$ cat src/rtl/stream_rate_bridge_if.sv
// Purpose: bundles the sample-path signals of stream_rate_bridge so the
// bridge and its environment connect through a single port.
//   slave  : the bridge's view (ADC/DSP-result/DAC-strobe/clear in; DSP
//            feed, DAC code, levels and flags out)
//   master : the environment's view (ADC, DSP core model, DAC tick source)
// Signals:
//   din/din_valid     ADC sample and qualifier
//   dsp_en/dsp_din    DSP core clock-enable and its input sample
//   dsp_dout          DSP core result
//   dac_strobe        DAC update tick
//   dac_data          offset-binary DAC code
//   in_level          in-FIFO occupancy
//   out_level         out-FIFO occupancy
//   ovf/udf           sticky overflow / underrun flags
//   clr_flags         clear for ovf/udf
interface stream_rate_bridge_if #(
  parameter int DATA_WIDTH = 12,
  parameter int DAC_WIDTH  = 8,
  parameter int FIFO_AW    = 4
);
  logic [DATA_WIDTH-1:0] din;
  logic                  din_valid;
  logic                  dsp_en;
  logic [DATA_WIDTH-1:0] dsp_din;
  logic [DATA_WIDTH-1:0] dsp_dout;
  logic                  dac_strobe;
  logic [DAC_WIDTH-1:0]  dac_data;
  logic [FIFO_AW:0]      in_level;
  logic [FIFO_AW:0]      out_level;
  logic                  ovf;
  logic                  udf;
  logic                  clr_flags;

  modport slave (
    input  din, din_valid, dsp_dout, dac_strobe, clr_flags,
    output dsp_en, dsp_din, dac_data, in_level, out_level, ovf, udf
  );

  modport master (
    output din, din_valid, dsp_dout, dac_strobe, clr_flags,
    input  dsp_en, dsp_din, dac_data, in_level, out_level, ovf, udf
  );
endinterface

$ cat src/rtl/stream_rate_bridge.sv
// Purpose: single-clock sample pipeline ADC -> decimator -> in-FIFO ->
// fixed-latency DSP core (credit gated) -> out-FIFO -> zero-order-hold
// interpolator -> offset-binary DAC code, with sticky overflow/underrun flags.
// Ports:
//   clk  system clock
//   rst  asynchronous, active-high reset; discards all buffered/in-flight data
//   bus  stream_rate_bridge_if.slave (see interface file for signal list)
// The interface instance must be built with the same DATA_WIDTH, DAC_WIDTH
// and FIFO_AW as this module.
module stream_rate_bridge #(
  parameter int DATA_WIDTH  = 12,
  parameter int DAC_WIDTH   = 8,
  parameter int DECIM_LOG2  = 0,
  parameter int DECIM_MODE  = 0,
  parameter int INTERP      = 1,
  parameter int FIFO_AW     = 4,
  parameter int DSP_LATENCY = 2
) (
  input logic                 clk,
  input logic                 rst,
  stream_rate_bridge_if.slave bus
);
  localparam int D  = 1 << FIFO_AW;
  localparam int CW = (DECIM_LOG2 > 0) ? DECIM_LOG2 : 1;
  localparam int SW = DATA_WIDTH + DECIM_LOG2;
  localparam int HW = (INTERP > 1) ? $clog2(INTERP) : 1;
  localparam int FW = $clog2(DSP_LATENCY + 1);
  localparam logic [DAC_WIDTH-1:0] MID = {1'b1, {(DAC_WIDTH-1){1'b0}}};

  // ---------------- decimator ----------------
  logic signed [DATA_WIDTH-1:0] din_s;
  logic [CW-1:0]                grp_cnt;
  logic signed [SW-1:0]         acc;
  logic signed [SW-1:0]         acc_sum;
  logic                         grp_first;
  logic                         grp_last;
  logic                         fwd_valid;
  logic [DATA_WIDTH-1:0]        fwd_data;
  logic                         dec_valid;
  logic [DATA_WIDTH-1:0]        dec_data;

  assign din_s = bus.din;

  always_comb begin
    grp_first = (DECIM_LOG2 == 0) || (grp_cnt == '0);
    grp_last  = (DECIM_LOG2 == 0) || (grp_cnt == '1);
    acc_sum   = acc + SW'(din_s);
    if (DECIM_MODE == 1) begin
      fwd_valid = bus.din_valid && grp_last;
      // arithmetic shift truncates toward minus infinity
      fwd_data  = DATA_WIDTH'(acc_sum >>> DECIM_LOG2);
    end else begin
      fwd_valid = bus.din_valid && grp_first;
      fwd_data  = bus.din;
    end
  end

  always_ff @(posedge clk or posedge rst) begin
    if (rst) begin
      grp_cnt   <= '0;
      acc       <= '0;
      dec_valid <= 1'b0;
      dec_data  <= '0;
    end else begin
      dec_valid <= fwd_valid;
      if (fwd_valid) dec_data <= fwd_data;
      if (bus.din_valid) begin
        grp_cnt <= (DECIM_LOG2 == 0) ? '0 : grp_cnt + 1'b1;
        acc     <= grp_last ? '0 : acc_sum;
      end
    end
  end

  // ---------------- in-FIFO ----------------
  logic [DATA_WIDTH-1:0] in_mem [D];
  logic [FIFO_AW:0]      in_wr;
  logic [FIFO_AW:0]      in_rd;
  logic                  in_empty;
  logic                  in_full;
  logic                  in_push;
  logic                  ovf_set;

  assign in_empty = (in_wr == in_rd);
  assign in_full  = (in_wr[FIFO_AW] != in_rd[FIFO_AW]) &&
                    (in_wr[FIFO_AW-1:0] == in_rd[FIFO_AW-1:0]);
  // a full FIFO drops the write even when the DSP pops in the same cycle
  assign in_push  = dec_valid && !in_full;
  assign ovf_set  = dec_valid && in_full;

  always_ff @(posedge clk) begin
    if (in_push) in_mem[in_wr[FIFO_AW-1:0]] <= dec_data;
  end

  // ---------------- DSP credit gating ----------------
  logic [DSP_LATENCY-1:0] vsr;
  logic [FW-1:0]          inflight;
  logic                   wb;
  logic                   dsp_en;
  logic [FIFO_AW:0]       out_level;

  assign wb = vsr[DSP_LATENCY-1];
  // out-FIFO occupancy plus results still in the DSP never exceeds depth,
  // so every write-back is guaranteed a slot
  assign dsp_en = !in_empty && ((int'(out_level) + int'(inflight)) < D);

  always_ff @(posedge clk or posedge rst) begin
    if (rst) begin
      in_wr    <= '0;
      in_rd    <= '0;
      vsr      <= '0;
      inflight <= '0;
    end else begin
      if (in_push) in_wr <= in_wr + 1'b1;
      if (dsp_en)  in_rd <= in_rd + 1'b1;
      vsr      <= (vsr << 1) | DSP_LATENCY'(dsp_en);
      inflight <= inflight + FW'(dsp_en) - FW'(wb);
    end
  end

  // ---------------- out-FIFO + interpolator ----------------
  logic [DATA_WIDTH-1:0] out_mem [D];
  logic [FIFO_AW:0]      out_wr;
  logic [FIFO_AW:0]      out_rd;
  logic                  out_empty;
  logic                  out_pop;
  logic                  udf_set;
  logic [DATA_WIDTH-1:0] out_head;
  logic [HW-1:0]         hold;
  logic [DAC_WIDTH-1:0]  dac_reg;
  logic                  ovf;
  logic                  udf;

  assign out_empty = (out_wr == out_rd);
  assign out_level = out_wr - out_rd;
  assign out_head  = out_mem[out_rd[FIFO_AW-1:0]];
  assign out_pop   = bus.dac_strobe && (hold == '0) && !out_empty;
  assign udf_set   = bus.dac_strobe && (hold == '0) && out_empty;

  always_ff @(posedge clk) begin
    if (wb) out_mem[out_wr[FIFO_AW-1:0]] <= bus.dsp_dout;
  end

  // an underrun keeps hold at 0 so the next strobe retries the pop
  always_ff @(posedge clk or posedge rst) begin
    if (rst) begin
      out_wr  <= '0;
      out_rd  <= '0;
      hold    <= '0;
      dac_reg <= MID;
    end else begin
      if (wb)      out_wr <= out_wr + 1'b1;
      if (out_pop) out_rd <= out_rd + 1'b1;
      if (bus.dac_strobe) begin
        if (hold == '0) begin
          if (!out_empty) begin
            // flipping the sign bit is the same as adding mid-scale
            dac_reg <= out_head[DATA_WIDTH-1 -: DAC_WIDTH] ^ MID;
            hold    <= (INTERP > 1) ? HW'(1) : '0;
          end
        end else begin
          hold <= (hold == HW'(INTERP - 1)) ? '0 : hold + 1'b1;
        end
      end
    end
  end

  // a set in the same cycle as a clear wins
  always_ff @(posedge clk or posedge rst) begin
    if (rst) begin
      ovf <= 1'b0;
      udf <= 1'b0;
    end else begin
      ovf <= ovf_set || (ovf && !bus.clr_flags);
      udf <= udf_set || (udf && !bus.clr_flags);
    end
  end

  assign bus.dsp_en    = dsp_en;
  assign bus.dsp_din   = in_mem[in_rd[FIFO_AW-1:0]];
  assign bus.dac_data  = dac_reg;
  assign bus.in_level  = in_wr - in_rd;
  assign bus.out_level = out_level;
  assign bus.ovf       = ovf;
  assign bus.udf       = udf;
endmodule
$ cat src/flat_wrapper.sv
// flat-port wrapper written by rule: the top's interface ports become plain ports
module stream_rate_bridge_flat 
#(
  parameter int DATA_WIDTH  = 12,
  parameter int DAC_WIDTH   = 8,
  parameter int DECIM_LOG2  = 0,
  parameter int DECIM_MODE  = 0,
  parameter int INTERP      = 1,
  parameter int FIFO_AW     = 4,
  parameter int DSP_LATENCY = 2
)
  (clk, rst, bus_din, bus_din_valid, bus_dsp_dout, bus_dac_strobe, bus_clr_flags, bus_dsp_en, bus_dsp_din, bus_dac_data, bus_in_level, bus_out_level, bus_ovf, bus_udf);
  stream_rate_bridge_if #(.DATA_WIDTH(DATA_WIDTH), .DAC_WIDTH(DAC_WIDTH), .FIFO_AW(FIFO_AW)) bus_i ();
  input logic clk;
  input logic rst;
  input wire logic [$bits(bus_i.din)-1:0] bus_din;
  input wire logic [$bits(bus_i.din_valid)-1:0] bus_din_valid;
  input wire logic [$bits(bus_i.dsp_dout)-1:0] bus_dsp_dout;
  input wire logic [$bits(bus_i.dac_strobe)-1:0] bus_dac_strobe;
  input wire logic [$bits(bus_i.clr_flags)-1:0] bus_clr_flags;
  output wire logic [$bits(bus_i.dsp_en)-1:0] bus_dsp_en;
  output wire logic [$bits(bus_i.dsp_din)-1:0] bus_dsp_din;
  output wire logic [$bits(bus_i.dac_data)-1:0] bus_dac_data;
  output wire logic [$bits(bus_i.in_level)-1:0] bus_in_level;
  output wire logic [$bits(bus_i.out_level)-1:0] bus_out_level;
  output wire logic [$bits(bus_i.ovf)-1:0] bus_ovf;
  output wire logic [$bits(bus_i.udf)-1:0] bus_udf;
  assign bus_i.din = bus_din;
  assign bus_i.din_valid = bus_din_valid;
  assign bus_i.dsp_dout = bus_dsp_dout;
  assign bus_i.dac_strobe = bus_dac_strobe;
  assign bus_i.clr_flags = bus_clr_flags;
  assign bus_dsp_en = bus_i.dsp_en;
  assign bus_dsp_din = bus_i.dsp_din;
  assign bus_dac_data = bus_i.dac_data;
  assign bus_in_level = bus_i.in_level;
  assign bus_out_level = bus_i.out_level;
  assign bus_ovf = bus_i.ovf;
  assign bus_udf = bus_i.udf;
  stream_rate_bridge #(.DATA_WIDTH(DATA_WIDTH), .DAC_WIDTH(DAC_WIDTH), .DECIM_LOG2(DECIM_LOG2), .DECIM_MODE(DECIM_MODE), .INTERP(INTERP), .FIFO_AW(FIFO_AW), .DSP_LATENCY(DSP_LATENCY)) u_core (.clk(clk), .rst(rst), .bus(bus_i));
endmodule
$ cat config.mk
export PLATFORM = sky130hd
export DESIGN_NAME = stream_rate_bridge_flat
export DESIGN_NICKNAME = d
export VERILOG_FILES = /design/src/rtl/stream_rate_bridge_if.sv /design/src/rtl/stream_rate_bridge.sv /design/src/flat_wrapper.sv
export SDC_FILE = /design/constraint.sdc
export NUM_CORES = 1
export LEC_CHECK = 0
export ABC_AREA = 1
export CAP_MARGIN = 20
export CORE_UTILIZATION = 55
export CTS_BUF_LIST = sky130_fd_sc_hd__clkbuf_2
export DETAILED_ROUTE_END_ITERATION = 8
export GPL_ROUTABILITY_DRIVEN = 0
export GPL_TIMING_DRIVEN = 0
export PLACE_DENSITY = 0.82
export RECOVER_POWER = 50
export SKIP_LAST_GASP = 1
export SLEW_MARGIN = 20
export SYNTH_ARGS = -nofsm -noshare
export SYNTH_HDL_FRONTEND = slang
export SYNTH_SLANG_ARGS = --single-unit
$ cat constraint.sdc
create_clock -name clk -period 4.3 [get_ports clk]
set_input_delay 0.43 -clock clk [delete_from_list [all_inputs] [get_ports clk]]
set_output_delay 0.43 -clock clk [all_outputs]
set_load 0.05 [all_outputs]
Yosys cells after proc, flatten, opt, wreduce, memory -nomap -nowiden
Memories as Yosys holds them, arrays and structs flattened.
Index checks and enable logic that the tools add are counted.

operators by class
  add/subtract/negate cells = 10
  equality and inequality tests = 4
  order comparisons = 1
  reduce and logical (&&, ||, !) cells = 16
  bitwise logic cells = 4
  muxes and demuxes = 5

operator list
  cell                   number
  $lt A32 B6 Y1 const B  1
  $add A5 B1 Y5 const B  4
  $eq A5 B5 Y1           2
  $sub A5 B5 Y5          2
  $logic_and A1 B1 Y1    9
  $add A5 B2 Y6          1
  $mux W1                5
  $eq A4 B4 Y1           1
  $logic_not A1 Y1       4
  $not A1 Y1             3
  $reduce_and A3 Y1      1
  $add A2 B1 Y2          1
  $logic_or A1 B1 Y1     2
  $or A2 B1 Y2           1
  $sub A2 B1 Y2          1
  $add A1 B1 Y1 const B  1
  $ne A1 B1 Y1           1

storage, ports and cells
  word-level logic and storage cells = 54
  register bits after elaboration = 48
  bits in writable memories = 384
  bits of input ports = 29
  memories kept = 2

memory list
  name            depth  bits a word  rd ports  clocked after Yosys merged registers in  write ports  RTL line                   source
  u_core.in_mem   16     12           1         0                                        1            stream_rate_bridge.sv:75   logic [DATA_WIDTH-1:0] in_mem [D];
  u_core.out_mem  16     12           1         0                                        1            stream_rate_bridge.sv:121  logic [DATA_WIDTH-1:0] out_mem [D];

Longest topological paths before layout
  word-level depth = 6
  mapped depth = 15

Least setup slack after synthesis
Ideal clock, no wire load.

  path kind = flip-flop to output port
  start = register u_core.out_rd[1]
  end = output bus_dsp_en
  data arrival time = 2584 ps
  stages on the path, launching flop included = 11
  required time = 3870 ps
  slack = 1286 ps
  cell sequence = dfrtp_1 > buf_2 > inv_2 > buf_2 > fa_1 > ha_1 > nand3_1 > a21oi_1 > nand3_2 > nand2_4 > inv_1

on the way
  word-level cells in the longest chain between the ends = 4

RTL lines
  what                    RTL line                   source
  from (decl)             stream_rate_bridge.sv:123  logic [FIFO_AW:0] out_rd;
  from (signal assigned)  stream_rate_bridge.sv:152  if (out_pop) out_rd <= out_rd + 1'b1;
  $sub A5 B5 Y5           stream_rate_bridge.sv:134  assign out_level = out_wr - out_rd;
  via bus_out_level[1]    flat_wrapper.sv:25         output wire logic [$bits(bus_i.out_level)-1:0] bus_out_level;
  $add A5 B2 Y6           stream_rate_bridge.sv:104  assign dsp_en = !in_empty && ((int'(out_level) + int'(inflight)) < D);
  $lt A32 B6 Y1           stream_rate_bridge.sv:104
  $logic_and A1 B1 Y1     stream_rate_bridge.sv:104
  to (decl)               flat_wrapper.sv:21         output wire logic [$bits(bus_i.dsp_en)-1:0] bus_dsp_en;

The timed path passes the listed nets, and every way through them passes these cells.

Worst setup path after layout
  start = register u_core.out_rd[3]
  end = output bus_dsp_en

on the way
  word-level cells in the longest chain between the ends = 4

RTL lines
  what                 RTL line
  $sub A5 B5 Y5        stream_rate_bridge.sv:134
  $add A5 B2 Y6        stream_rate_bridge.sv:104
  $lt A32 B6 Y1        stream_rate_bridge.sv:104
  $logic_and A1 B1 Y1  stream_rate_bridge.sv:104

No other way between the ends.

==> run summary <==
Mapped Area: 15,600 um^2
Worst Skew: 0.0759 ns
Final #Nets: 1,565
proportion of layout cells with a drive suffix above 1: 15.1%
Initial Util: 56.0%
Final Hold Violating Endpoints: 0
share of power burned in registers: 35.9%
Mapped Cells: 1,363
Vias: 10.9k
clock share of power: 17.0%
status: finished, violations left
first-pass GRT wire length: 56.2 mm
max_cap viols: 1
worst skew pair latency: 0.90 ns
largest net degree at the start of global routing: 28
fmax: 0.245 GHz
dominant cells by area after synthesis: edfxtp_1 (62%), dfrtp_1 (7.4%), nand2_1 (6.3%)
Clock Tree Root: clkbuf_2
fin crit share: 94.8%
fin. max-slew vios: 28
Pwr Density: 749 nW/um^2
grt peak-use layer: met2
maximum vdd drop: 0.640 mV
Net Sw Frac: 44.9%
#FFs+latches synth: 367
DRT Wirelength: 36.9 mm
total clock sinks: 367
CTS tree: built
clock transition at the registers of the reported paths: 0.12 ns
RSZ-0062 raised after global routing: no
Post-route DRC: 0
critical path type: register to primary output
crit end category: primary output
CP Max Fanout: 10
vias in the first global route: 10.7k
Rows: 61
H-tree levels: 3
met1 usage: 32.1%
share of Yosys cell area claimed by the top area cell type: 61.6%
measured slew at the worst slew-check pin: 1.54 ns
sequential share of the synthesized area: 69.2%
combinational fraction of design power: 47.1%
Rel. slew slack: -2.60%
CTS Buf Count: 86
die span in x: 170 um
I/O pin total: 62
crit path DAT: 3.64 ns
Longest Clk Path Bufs: 3
Critical Path RT: 3.87 ns
HP Class: primary input to register
Port-buffer cells: 57
Iter 0 DRT Violations: 1,195
routed length per placed instance: 18.8 um
Total Die Area: 29,000 um^2
Antenna Nets Post-Route: 0
syn nets: 1,415
HPWL after DPL: 24.0 mm
DR pass1 iterations: 6
Int Power: 7.22 mW
Ys Warns: 0
post-route setup TNS: 0 ns
global routing usage on met3: 5.09%
global route overflow: 0
Layout Utilization: 62.8%
CP cell instances: inv_1, clkbuf_1, ha_1, or2_1, nand3_1, nand2_2, nor2_4, nand2_4, inv_1, dlygate4sd2_1
critical path startpoint category: register
leading area contributor after synthesis: edfxtp_1
initial antenna violation count: 1
Leak: 6.94 nW
met2 Resource Use GR: 43.5%
total global routing track utilization: 26.1%
Synth cell types: 35
postcts setup bufs: 0
slowest stage delay, CP: 0.54 ns
net load switching power: 5.88 mW
core area: 27,900 um^2
failing checks: max-capacitance violations, max-slew violations
Die Y-Extent: 170 um
Final setup viols: 0
Synth Area per Inst: 11.4 um^2
synth-to-layout area growth: 12.3%
crit path max-delay cell type: dlygate4sd2_1
Tmin final: 4.07 ns
Top cell by count, worst path: inv_1
vias per std cell: 5.56
-- flip-flops by register name, indices dropped and copies added, names as in the netlist --
signal / flops
u_core.bus.ovf: 1
u_core.out_mem: 128
u_core.in_wr: 5
u_core.inflight: 2
u_core.out_wr: 5
u_core.dec_valid: 1
u_core.vsr: 2
u_core.bus.udf: 1
u_core.out_rd: 5
u_core.bus.dac_data: 8
u_core.in_mem: 192
u_core.in_rd: 5
u_core.dec_data: 12
-- layout make-up --
cell class                 count  area, um^2
antenna                        2        5.00
buffer                        63         374
clock buffer                 130         651
clock inverter                21         133
fill                        2096       10400
inverter                     131         499
multi-input combinational    800        3960
sequential                   367       10800
tap                          378         473
timing repair buffer          64         621
-- placed cells by master (no fill, tap or decap), drive strengths merged --
| cell | instances |
|---|---|
| nand3 | 116 |
| fa | 2 |
| a21oi | 4 |
| edfxtp | 320 |
| nand2 | 268 |
| nor2 | 196 |
| clkinv | 19 |
| dfrtp | 46 |
| o21ai | 105 |
| diode | 2 |
| clkbuf | 140 |
| buf | 59 |
| mux2 | 12 |
| nor2b | 1 |
| dlygate4sd3 | 11 |
| dfstp | 1 |
| nand4 | 1 |
| and2 | 1 |
| bufinv | 2 |
| clkdlybuf4s50 | 46 |
| o22ai | 24 |
| inv | 131 |
| o211ai | 24 |
| ha | 21 |
| xor2 | 16 |
| xnor2 | 6 |
| nor3 | 2 |
| or2 | 1 |
| dlygate4sd2 | 1 |
-- worst paths after layout --
kind,from,to,slack [ns],depth (start not counted)
setup reg to reg,u_core.in_rd[2],u_core.in_mem[12][9],1.35,12
max in group asynchronous,rst,u_core.in_rd[0],1.69,4
setup / recovery,u_core.out_rd[3],bus_dsp_en,0.23,10
min in group asynchronous,rst,u_core.out_rd[2],0.69,3
hold / removal,bus_din[6],u_core.dec_data[6],0.18,2
hold reg to reg,u_core.vsr[0],u_core.vsr[1],0.37,0
-- cells in the mapped netlist (all sizes together) --
library cell	number
nor2	196
or2	1
dfrtp	46
nor3	2
inv	130
o211ai	24
clkinv	1
xor2	16
o22ai	24
mux2	12
fa	2
nor2b	1
nand4	1
a21oi	4
dfstp	1
clkbuf	9
o21ai	105
buf	56
and2	1
xnor2	6
ha	21
nand3	116
edfxtp	320
nand2	268
-- stage by stage --
step | instance area [um^2] | power [mW] | worst slack (ns) | std cells | hold WS [ns]
3_3_place_gp | 16600 | 10.7 | 0.664 | 1798 | 0.334
6_report | 17500 | 13.1 | 0.225 | 1956 | 0.182
2_1_floorplan | 15600 | 8.88 | 1.29 | 1363 | 0.331
5_1_grt | 17500 | 13.8 | 0.0462 | 1956 | 0.124
4_1_cts | 17500 | 13.1 | 0.101 | 1952 | 0.111
3_5_place_dp | 16700 | 10.9 | 0.676 | 1801 | 0.343
-- worst max-delay path: cells and delay by family, from the launching register on --
| family | cells | cell delay [ns] |
|---|---|---|
| adder cells (fa/ha/maj) | 1 | 0.37 |
| buffers and inverters | 4 | 1.22 |
| flip-flops | 1 | 0.39 |
| AND/OR/NAND/NOR | 5 | 0.79 |
-- kinds of logic (layout without fill, tap and decap cells) --
| kind of cell | count (synthesis) | in the layout | share of synthesized area [%] |
|---|---|---|---|
| compound gates | 157 | 157 | 5.62 |
| xor+xnor | 22 | 22 | 1.33 |
| fa+ha+maj | 23 | 23 | 1.94 |
| buf+inv | 196 | 409 | 5.64 |
| flops | 367 | 367 | 69.2 |
| mux | 12 | 12 | 0.867 |
| other cells | 0 | 2 | 0 |
| simple gates | 586 | 586 | 15.4 |
-- power by group through the flow --
stage | Combinational [mW] | Sequential (mW) | Clock, mW
detailed placement | 6.10 | 4.77 | 0
finish | 6.17 | 4.70 | 2.23
floorplan | 4.05 | 4.83 | 0
global route | 6.65 | 4.74 | 2.42
global placement | 5.93 | 4.75 | 0
CTS | 6.11 | 4.70 | 2.25
-- per-layer routing --
layer	wire, um	vias up
met5	0	-
met4	1610	0
met3	3400	110
met2	18200	620
met1	13600	5177
li1	-	4976
-- timing repair --
action	in CTS	in global routing
gates resized for setup	1	4
endpoints found under the hold margin	19	0
hold buffers	1	0
endpoints found under the setup margin	1	2
gates cloned	0	0
Power figures use the tool's default switching activity.
